**src/rtl/nios_qsys_cpu_0_oci_dct_packer.sv**
```systemverilog
// Trace-atom packer: shifts 2-bit OCI trace atoms into a 30-bit buffer.
// Up to 15 atoms are collected, then the buffer is emitted as a 34-bit
// frame {count, buffer} over a valid/ready handshake.
// A flush or test_ending request emits a partial frame instead.
module nios_qsys_cpu_0_oci_dct_packer (
   input  logic        clk,
   input  logic        reset_n,
   input  logic        atom_valid,
   input  logic [1:0]  atom,
   output logic        atom_ready,
   input  logic        flush,
   input  logic        test_ending,
   output logic [29:0] dct_buffer,
   output logic [3:0]  dct_count,
   output logic        frame_valid,
   output logic [33:0] frame_data,
   input  logic        frame_ready
);

   localparam logic [3:0] FullCount = 4'd15;

   logic [29:0] r_dct_buffer;
   logic [3:0]  r_dct_count;
   logic        r_frame_valid;
   logic [33:0] r_frame_data;
   logic        r_flush_pend;

   logic        w_accept;
   logic [29:0] w_next_buf;
   logic [3:0]  w_next_cnt;
   logic        w_flush_req;
   logic        w_xfer_want;
   logic        w_xfer_allow;
   logic        w_xfer;
   logic        w_flush_pend_d;

   // FULL is the only state that refuses atoms; the other states are implied by the count.
   assign atom_ready  = (r_dct_count != FullCount);
   assign dct_buffer  = r_dct_buffer;
   assign dct_count   = r_dct_count;
   assign frame_valid = r_frame_valid;
   assign frame_data  = r_frame_data;

   // Compute the buffer contents after this cycle's atom, and decide whether a frame leaves.
   always_comb begin
      w_accept     = atom_valid && atom_ready;
      w_next_buf   = r_dct_buffer;
      w_next_cnt   = r_dct_count;
      if (w_accept) begin
         w_next_buf = {r_dct_buffer[27:0], atom};
         w_next_cnt = r_dct_count + 4'd1;
      end
      w_flush_req  = r_flush_pend || flush || test_ending;
      w_xfer_want  = (w_next_cnt == FullCount) || (w_flush_req && (w_next_cnt != 4'd0));
      w_xfer_allow = !r_frame_valid || frame_ready;
      w_xfer       = w_xfer_want && w_xfer_allow;
   end

   // Track a pending flush. A flush of an empty buffer is dropped, not emitted.
   always_comb begin
      w_flush_pend_d = r_flush_pend;
      if (w_xfer) begin
         w_flush_pend_d = 1'b0;
      end else if (w_flush_req && (w_next_cnt == 4'd0)) begin
         w_flush_pend_d = 1'b0;
      end else if (flush || test_ending) begin
         w_flush_pend_d = 1'b1;
      end
   end

   // Hold the accumulation buffer; it restarts from zero when a frame is handed off.
   always_ff @(posedge clk or negedge reset_n) begin
      if (!reset_n) begin
         r_dct_buffer <= '0;
         r_dct_count  <= '0;
         r_flush_pend <= 1'b0;
      end else begin
         r_flush_pend <= w_flush_pend_d;
         if (w_xfer) begin
            r_dct_buffer <= '0;
            r_dct_count  <= '0;
         end else begin
            r_dct_buffer <= w_next_buf;
            r_dct_count  <= w_next_cnt;
         end
      end
   end

   // Output frame slot: load on transfer, drop when consumed, stay stable while stalled.
   always_ff @(posedge clk or negedge reset_n) begin
      if (!reset_n) begin
         r_frame_valid <= 1'b0;
         r_frame_data  <= '0;
      end else if (w_xfer) begin
         r_frame_valid <= 1'b1;
         r_frame_data  <= {w_next_cnt, w_next_buf};
      end else if (frame_ready) begin
         r_frame_valid <= 1'b0;
      end
   end

endmodule
```
**config.mk**
```make
export PLATFORM = sky130hd
export DESIGN_NAME = nios_qsys_cpu_0_oci_dct_packer
export DESIGN_NICKNAME = d
export VERILOG_FILES = /design/src/rtl/nios_qsys_cpu_0_oci_dct_packer.sv
export SDC_FILE = /design/constraint.sdc
export NUM_CORES = 1
export LEC_CHECK = 0
export ABC_AREA = 1
export BUFFER_PORTS_ARGS = -buffer_cell sky130_fd_sc_hd__buf_4
export CAP_MARGIN = 15
export CORE_MARGIN = 3
export CORE_UTILIZATION = 48
export DETAILED_ROUTE_END_ITERATION = 6
export PLACE_DENSITY = 0.86
export SLEW_MARGIN = 40
export SYNTH_ARGS = -nofsm -noshare
export SYNTH_HDL_FRONTEND = slang
export SYNTH_SLANG_ARGS = --single-unit
```
**constraint.sdc**
```tcl
create_clock -name clk -period 1.9 [get_ports clk]
set_input_delay 0.19 -clock clk [delete_from_list [all_inputs] [get_ports clk]]
set_output_delay 0.19 -clock clk [all_outputs]
set_load 0.03 [all_outputs]
```
==> results.ini, run 1 <==
[status]
status=finished with violations
violations=setup timing

[logic_synthesis]
yosys.area.top_type_share_pct=54.0
synth_area_um2=3240
yosysSeqAreaShare_pct=54.0
ys_types=23
ys_warn_count=0
avgSynthCellArea_um2=8.72
ys_seq_elements=70
synthCells=372
syn-num-nets=381
synthTopCellsByArea=dfrtp_1, nand2_1, nand3_1
synth_area_leader_cell=dfrtp_1

[worst_setup_path]
worst_r2r_path_depth=13
timing_worst_setup_path_type=flip-flop to flip-flop
path_cells=ha_4 > nand3_4 > nand2_4 > nand2_2 > nand2_2 > inv_2 > nor2_4 > nand3_2 > nand2_4 > nand2_8 > clkbuf_16 > nand2_1 > nand2_1
start_kind=flip-flop
r2r_slack_ns=-0.006
r2r-start=dct_count[1]
path_max_fanout=7
cp_data_arrival_time_ns=2.13
crit_family=simple AND/OR/NAND/NOR gates
end_kind=flip-flop
cp.required_ns=2.12
crit_slowest_cell=dfrtp_2
rr_endpoint=frame_data[33]
worst-path-buf-inv=2
cpPeakStageDelay_ns=0.42

[finish]
finalNonFillerCells=538
syn2layout_area_growth_pct=34.4
drive_above_1_share_pct=37.7
finalInstanceArea_um2=4360
final_nets=466
diodes=0

[detailed_routing]
viasPerCell=5.26
drc=0
avgRoutedWirePerCell_um=15.4
dr.pass1.iters=4
drtIter0Drc=212
drt_wl_total_um=8260
detail-route-antenna-nets=0
vias=2829

[placement]
dp_slack_ns=-0.0406
hpwl_um=5330
place_congestion=0.885
io_buffers=77
dpl-instance-area_um2=3970
dp.cells=516

[sta]
max_freq_mhz=525
finalCriticalPeriod_ns=1.91
fin_ws_ns=-0.00586
fin_hold_ws_ns=0.202
setup_viol_count_final=3
hold_viol=0
period_share_pct=100
slew_headroom_pct=62.5
worstMarginPinSlew_ns=0.560
rsz0062_at_grt=true
slew_violations=0
skew_ns=0.0143

[floorplanning]
die_w_um=88.2
fp.dieArea_um2=7780
initial_core_util_pct=50.2
core_um2=6460
boundaryPins=78
fp.dieH_um=88.2
fp-row-count=29

[worst_hold_path]
whs_endpoint=dct_buffer[0]
hold_class=input port to flip-flop
hold_depth=3
hp-start=atom[0]

[clock_network]
cts_buffer_depth=2
path_clk_slew_ns=0.07
cts_sinks=70
cts_tree=yes
root_buffer=clkbuf_8
clock_latency_ns=0.33
numCtsBuffers=9
h-tree-depth=3

[power_and_ir_drop]
ir_drop_v=0.00115
fin_total_pwr_mw=7.51
power.density_nw_per_um2=1720
leakagePower_nw=2.36

[global_routing]
gr-total-overflow=0
grt_pass1_wl_um=12700
grt_usage_pct=21.2
antenna_found_initial=0
grt_start_max_net_pins=38
grt_pass1_vias=2667

[flow_run]
maxCapViolCount=0

## timing repair
item                       CTS  global route
cloned                       0             2
setup endpoints to repair   38            69
buffers inserted             0             4
resized for setup            5            41
hold endpoints to repair    33             0
pin swaps                    1             7
hold buffers                 1             0
## how the worst max path moves through the flow
stage	endpoint	depth (start not counted)	from	slack, ns
finish	frame_data[33]	13	dct_count[1]	-0.006
global route	frame_data[6]	13	dct_count[1]	-0.13
CTS	frame_data[13]	13	dct_count[1]	0.02
detailed placement	dct_buffer[25]	9	dct_count[1]	-0.04
global placement	frame_data[22]	10	dct_count[0]	0.04
floorplan	dct_count[0]	12	dct_count[1]	0.01
## Yosys cell counts, drive strengths merged
cell / count
a21boi: 13
a21o: 1
a21oi: 22
buf: 11
clkbuf: 14
dfrtp: 70
ha: 1
inv: 42
nand2: 121
nand3: 50
nand4: 1
nor2: 5
o21ai: 20
or3: 1
## area by class of cell
class | count | area [µm²]
clock buffer | 14 | 153
clock inverter | 1 | 7.51
fill | 503 | 2100
inverter | 42 | 158
multi-input combinational | 235 | 1310
sequential | 70 | 1750
tap | 77 | 96.3
timing repair buffer | 99 | 885
## flip-flops by register name, summed over array words and instances, names as in the netlist
register      count
dct_buffer       30
dct_count         4
frame_data       34
frame_valid       1
r_flush_pend      1
## metrics by stage
step / util, % / setup TNS (ns)
5_1_grt: 67.5 / -4.20
3_5_place_dp: 61.5 / -0.113
2_1_floorplan: - / 0
6_report: 67.5 / -0.00893
4_1_cts: 64.4 / 0
3_3_place_gp: 61.5 / 0
## routing by layer
metal  track usage [%]  part of all wire (%)
met4              9.62                   2.4
met5                 0                     0
met2              34.5                    51
met3              3.48                   4.9
met1              27.7                    42
## report_power, final
part | internal, mW | switching, mW
clock | 0.505 | 0.510
sequential | 1.99 | 0.416
combinational | 1.57 | 2.52
total | 4.06 | 3.45
## logic make-up after synthesis
group | Yosys count | synth area share [%]
buf+inv | 67 | 9.88
flops | 70 | 54.0
compound gates | 56 | 12.0
fa+ha+maj | 1 | 0.386
simple gates | 178 | 23.7
## cells in the final DEF, fill, tap and decap left out, types with 4 or more instances in the layout
cell type	synthesis	layout
nand2_1	117	87
buf_4	4	87
dfrtp_1	70	68
nand3_1	49	48
inv_1	41	39
nand2_2	2	28
a21oi_2	20	20
o21ai_0	19	19
a21boi_0	13	11
clkbuf_8	0	10
buf_12	0	8
nand2_4	2	5
clkbuf_1	14	4
## worst register-to-register path, cell delays in order (launching register included)
cell and delay [ns]:
dfrtp_2 0.42, ha_4 0.17, nand3_4 0.10, nand2_4 0.12
nand2_2 0.06, nand2_2 0.09, inv_2 0.05, nor2_4 0.11
nand3_2 0.11, nand2_4 0.16, nand2_8 0.11, clkbuf_16 0.20
nand2_1 0.06, nand2_1 0.05
Note: power is estimated with default switching activity, not from simulation.
==> run 2: changes to the inputs <==
--- a/config.mk
+++ b/config.mk
@@ -5,13 +5,12 @@
 export SDC_FILE = /design/constraint.sdc
 export NUM_CORES = 1
 export LEC_CHECK = 0
-export ABC_AREA = 1
 export BUFFER_PORTS_ARGS = -buffer_cell sky130_fd_sc_hd__buf_4
 export CAP_MARGIN = 15
 export CORE_MARGIN = 3
-export CORE_UTILIZATION = 48
+export CORE_UTILIZATION = 47
 export DETAILED_ROUTE_END_ITERATION = 6
-export PLACE_DENSITY = 0.86
+export PLACE_DENSITY = 0.85
 export SLEW_MARGIN = 40
 export SYNTH_ARGS = -nofsm -noshare
 export SYNTH_HDL_FRONTEND = slang
==> results.ini, run 2 <==
[worst_setup_path]
crit_slowest_cell=dfrtp_2
cpPeakStageDelay_ns=0.43
crit_family=compound AO/OA/AOI/OAI gates
rr_endpoint=frame_data[28]
r2r_slack_ns=-0.14
end_kind=flip-flop
start_kind=flip-flop
cp_data_arrival_time_ns=2.30
path_cells=ha_4 > xnor2_4 > o32ai_2 > a21boi_2 > o31ai_4 > buf_4 > buf_6 > buf_6 > mux2i_1
r2r-start=dct_count[0]
timing_worst_setup_path_type=flip-flop to flip-flop
cp.required_ns=2.16
worst-path-buf-inv=3
cpMostUsedCell=buf_6
worst_r2r_path_depth=9
path_max_fanout=5

[worst_hold_path]
whs_endpoint=dct_buffer[1]
hold_depth=3
hp-start=atom[1]
hold_class=input port to flip-flop

[logic_synthesis]
yosys.area_share.xor_xnor_pct=0.572
ys_types=40
synthTopCellsByCount=dfrtp_1, mux2i_1, nor2_1
avgSynthCellArea_um2=11.9
synthTopCellsByArea=dfrtp_1, mux2i_1, nor2_1
synth_top_family_by_area=multiplexers
ys_warn_count=0
syn-num-nets=266
synth_edf_count=0
yosysSeqAreaShare_pct=57.2
synth_area_um2=3060
ys_seq_elements=70
yosys.area.top_type_share_pct=57.2
synthAdderAreaFrac_pct=0.408
synthCells=257
synth_mux_area_share_pct=20.3
synthFlopType=dfrtp_1
synthArstFlopShare_pct=100
synth-simple-area-share_pct=8.04
synth_area_leader_cell=dfrtp_1
synth_compound_area_share_pct=5.39
yosysMostFrequentCell=dfrtp_1

[sta]
rsz0062_at_grt=true
hold_viol=0
setup_viol_count_final=60
period_share_pct=107
slew_violations=0
skew_ns=0.00702
max_freq_mhz=490
tns_ns=-5.21
worstMarginPinSlew_ns=0.548
slew_headroom_pct=63.5
fin_ws_ns=-0.141
finalCriticalPeriod_ns=2.04

[detailed_routing]
viasPerCell=5.08
vias=2247
avgRoutedWirePerCell_um=16.2
drt_wl_total_um=7160
drtIter0Drc=85
drc=0
detail-route-antenna-nets=0
dr.pass1.iters=4

[clock_network]
path_clk_slew_ns=0.07
cts_buffer_depth=2
root_buffer=clkbuf_8
numCtsBuffers=9
cts_tree=yes
clock_latency_ns=0.34
h-tree-depth=3
cts_sinks=70

[global_routing]
grt_start_max_net_pins=43
grt_pass1_vias=2261
antenna_found_initial=0
grt_pass1_wl_um=11200
grt_usage_pct=19.4
gr-total-overflow=0

[status]
status=finished with violations
violations=setup timing

[finish]
final_nets=374
drive_above_1_share_pct=39.8
layout_commonest_cell=buf_4
largest_reg_flops=34
seq_area_um2=1750
syn2layout_area_growth_pct=41.9
fillCellCount=441
final_cell_mix=buf_4, dfrtp_1, mux2i_1, inv_1, nor2_1
multi_input_area_um2=1160
diodes=0

[placement]
hpwl_um=4590
place_congestion=0.806
io_buffers=77

[floorplanning]
fp.dieArea_um2=7520
initial_core_util_pct=50.0
die_w_um=86.7
fp.dieH_um=86.7
core_um2=6130
fp-row-count=28
boundaryPins=78

[power_and_ir_drop]
fin_total_pwr_mw=5.93
ir_drop_v=0.000774
power.density_nw_per_um2=1360
leakagePower_nw=2.25

[flow_run]
maxCapViolCount=0

## run 2: worst max path at each step
| stage | to | from | slack [ns] | cells past startpoint |
|---|---|---|---|---|
| 6_report | frame_data[28] | dct_count[0] | -0.14 | 9 |
| 5_1_grt | frame_data[21] | dct_count[0] | -0.24 | 9 |
| 4_1_cts | frame_data[5] | dct_count[1] | -0.13 | 8 |
| 3_5_place_dp | frame_data[1] | dct_count[1] | -0.15 | 8 |
| 3_3_place_gp | frame_data[32] | dct_count[1] | -0.09 | 7 |
| 2_1_floorplan | frame_data[32] | dct_count[1] | -0.25 | 8 |
## run 2: repair_timing
action,CTS,global route
endpoints found under the setup margin,62,68
cloned,1,2
buffers inserted,7,4
hold buffers,1,0
resized for setup,6,15
hold endpoints to repair,41,0
pin swaps,3,4
## run 2: kinds of logic (layout without fill, tap and decap cells)
group | count (synthesis) | after routing
buf+inv | 49 | 159
xor+xnor | 2 | 2
fa+ha+maj | 1 | 1
flops | 70 | 70
simple gates | 54 | 54
compound gates | 19 | 19
mux | 62 | 62
## run 2: worst register-to-register path, stage by stage, from the launching register on
cell and delay, ns:
dfrtp_2 0.43, ha_4 0.19, xnor2_4 0.13, o32ai_2 0.23, a21boi_2 0.12, o31ai_4 0.29
buf_4 0.16, buf_6 0.12, buf_6 0.11, mux2i_1 0.17
## run 2: per-stage QoR
step | utilization (%) | setup WS [ns] | hold slack [ns] | instances | area (µm²)
3_5_place_dp | 64.2 | -0.150 | 0.208 | 415 | 3940
2_1_floorplan | - | -0.251 | -0.106 | 257 | 3110
4_1_cts | 69.2 | -0.127 | 0.128 | 437 | 4240
6_report | 70.9 | -0.141 | 0.145 | 442 | 4350
5_1_grt | 70.9 | -0.243 | 0.165 | 442 | 4350
3_3_place_gp | 64.2 | -0.0882 | 0.206 | 415 | 3940
## run 2: metal layers
layer,vias up,global-route usage [%],wire [µm]
li1,1064,-,-
met1,1115,23.9,2960
met2,60,32.6,3680
met3,8,6.94,446
met4,0,4.67,72
met5,-,0,0
## run 2: layout make-up
| class | count | area share [%] |
|---|---|---|
| clock buffers | 12 | 3.80 |
| clock inverters | 1 | 0.691 |
| inverters | 34 | 2.94 |
| multi-input cells | 138 | 26.7 |
| flip-flops and latches | 70 | 40.4 |
| well taps | 75 | 2.16 |
| repair buffers | 112 | 23.3 |
## run 2: power by group
part / leakage (nW) / internal (mW) / switching (mW)
logic: 1.19 / 1.44 / 1.42
clock network: 0.100 / 0.693 / 0.520
registers: 0.957 / 1.70 / 0.153
total: 2.25 / 3.83 / 2.10
==> run 3: changes to the inputs <==
==> constraint.sdc (replaced) <==
create_clock -name clk -period 1.9 [get_ports clk]
set_input_delay 0.57 -clock clk [delete_from_list [all_inputs] [get_ports clk]]
set_output_delay 0.57 -clock clk [all_outputs]
set_load 0.03 [all_outputs]
==> results.ini, run 3 (synthesized netlist as in run 2, its figures left out) <==
[worst_setup_path]
cpPeakStageDelay_ns=0.43
path_max_fanout=11
cp_data_arrival_time_ns=2.35
start_kind=flip-flop
crit_slowest_cell=dfrtp_2
end_kind=flip-flop
path_cells=buf_4 > or3_4 > o211ai_1 > a211o_1 > o31ai_4 > buf_12 > buf_8 > buf_12 > buf_16 > nor2_2
timing_worst_setup_path_type=flip-flop to flip-flop
worst-path-buf-inv=5
crit_family=buffers and inverters
cp.required_ns=2.17
cpMostUsedCell=buf_12

[finish]
syn2layout_area_growth_pct=49.8
multi_input_area_um2=1300
finalInstanceArea_um2=4590
drive_above_1_share_pct=48.3
finalNonFillerCells=452
final_nets=382
final_cell_mix=buf_4, dfrtp_1, mux2i_1, inv_1, nor2_1
finalCoreUtilization_pct=74.9
fillCellCount=399
layout_commonest_cell=buf_4
largest_reg_flops=34
diodes=0
seq_area_um2=1760

[clock_network]
h-tree-depth=3
clock_latency_ns=0.33
cts_tree=yes
root_buffer=clkbuf_8
cts_buffer_depth=2
path_clk_slew_ns=0.07
numCtsBuffers=9
cts_sinks=70
holdBufCountCts=0

[sta]
finalCriticalPeriod_ns=2.08
max_freq_mhz=480
worstMarginPinSlew_ns=0.423
fin_hold_ws_ns=0.173
skew_ns=0.00664
period_share_pct=110
slew_headroom_pct=71.8
fin_ws_ns=-0.182
slew_violations=0
rsz0062_at_grt=true
tns_ns=-7.27
hold_viol=0
setup_viol_count_final=65

[status]
status=finished with violations
violations=setup timing

[detailed_routing]
avgRoutedWirePerCell_um=17.4
dr.pass1.iters=4
detail-route-antenna-nets=0
vias=2370
viasPerCell=5.24
drtIter0Drc=57
drt_wl_total_um=7880
drc=0

[power_and_ir_drop]
power.density_nw_per_um2=1310
fin_total_pwr_mw=6.04
ir_drop_v=0.000851
leakagePower_nw=2.27

[worst_hold_path]
hold_class=input port to async pin

[global_routing]
grt_pass1_vias=2274
grt_usage_pct=20.0
grt_pass1_wl_um=11700
grt_start_max_net_pins=32
gr-total-overflow=0
antenna_found_initial=0

[floorplanning]
fp.dieArea_um2=7520
die_w_um=86.7
fp-row-count=28
initial_core_util_pct=50.0
fp.dieH_um=86.7
core_um2=6130
boundaryPins=78

[flow_run]
maxCapViolCount=0

[placement]
dp_slack_ns=-0.321
dp.cells=413
place_congestion=0.775
hpwl_um=4540
io_buffers=77
dpl-instance-area_um2=3880

==> run 3: cell count changes in the layout (fill, tap and decap cells not counted), sizes merged <==
cell	previous run	this run
bufinv	1	0
dlygate4sd3	1	0
buf	109	117
clkinv	0	1
clkbuf	14	17
==> run 3: path summary, 6_finish.rpt <==
kind | slack, ns | start | depth (start not counted) | end
max reg2reg | -0.18 | dct_count[2] | 10 | dct_buffer[27]
min reg2reg | 0.52 | frame_data[33] | 2 | frame_data[33]
max in group asynchronous | 1.19 | reset_n | 2 | r_flush_pend
min | 0.17 | reset_n | 1 | frame_data[0]
max | -0.18 | dct_count[2] | 10 | dct_buffer[27]
min in group clk | 0.52 | frame_data[33] | 2 | frame_data[33]
==> run 3: where the power goes <==
part	switching, mW	internal, mW
clock network	0.518	0.539
logic	1.56	1.57
registers	0.154	1.70
==> run 3: repair_timing <==
item	in CTS	in global routing
setup buffers	6	12
resized for setup	12	54
pin swaps	4	6
setup endpoints to repair	67	67
hold endpoints to repair	0	0
cloned	3	4
==> run 3: final cells by class <==
cell class / count / area share, %
clock buffers: 14 / 3.54
clock inverters: 1 / 0.109
inverters: 34 / 2.78
multi-input cells: 138 / 28.3
flip-flops and latches: 70 / 38.2
well taps: 75 / 2.04
repair buffers: 120 / 25.0
==> run 3: worst register-to-register path, stage by stage (launching register included) <==
cell,delay [ns]
dfrtp_2,0.43
buf_4,0.19
or3_4,0.33
o211ai_1,0.13
a211o_1,0.22
o31ai_4,0.10
buf_12,0.15
buf_8,0.13
buf_12,0.12
buf_16,0.13
nor2_2,0.09
==> run 3: routing by layer <==
layer / up-vias / track usage, % / share of wire, %
met5: - / 0 / 0
met4: 0 / 6.37 / 1.5
met3: 11 / 7.22 / 6.5
met2: 66 / 31.2 / 50
met1: 1208 / 26.3 / 42
li1: 1085 / - / -
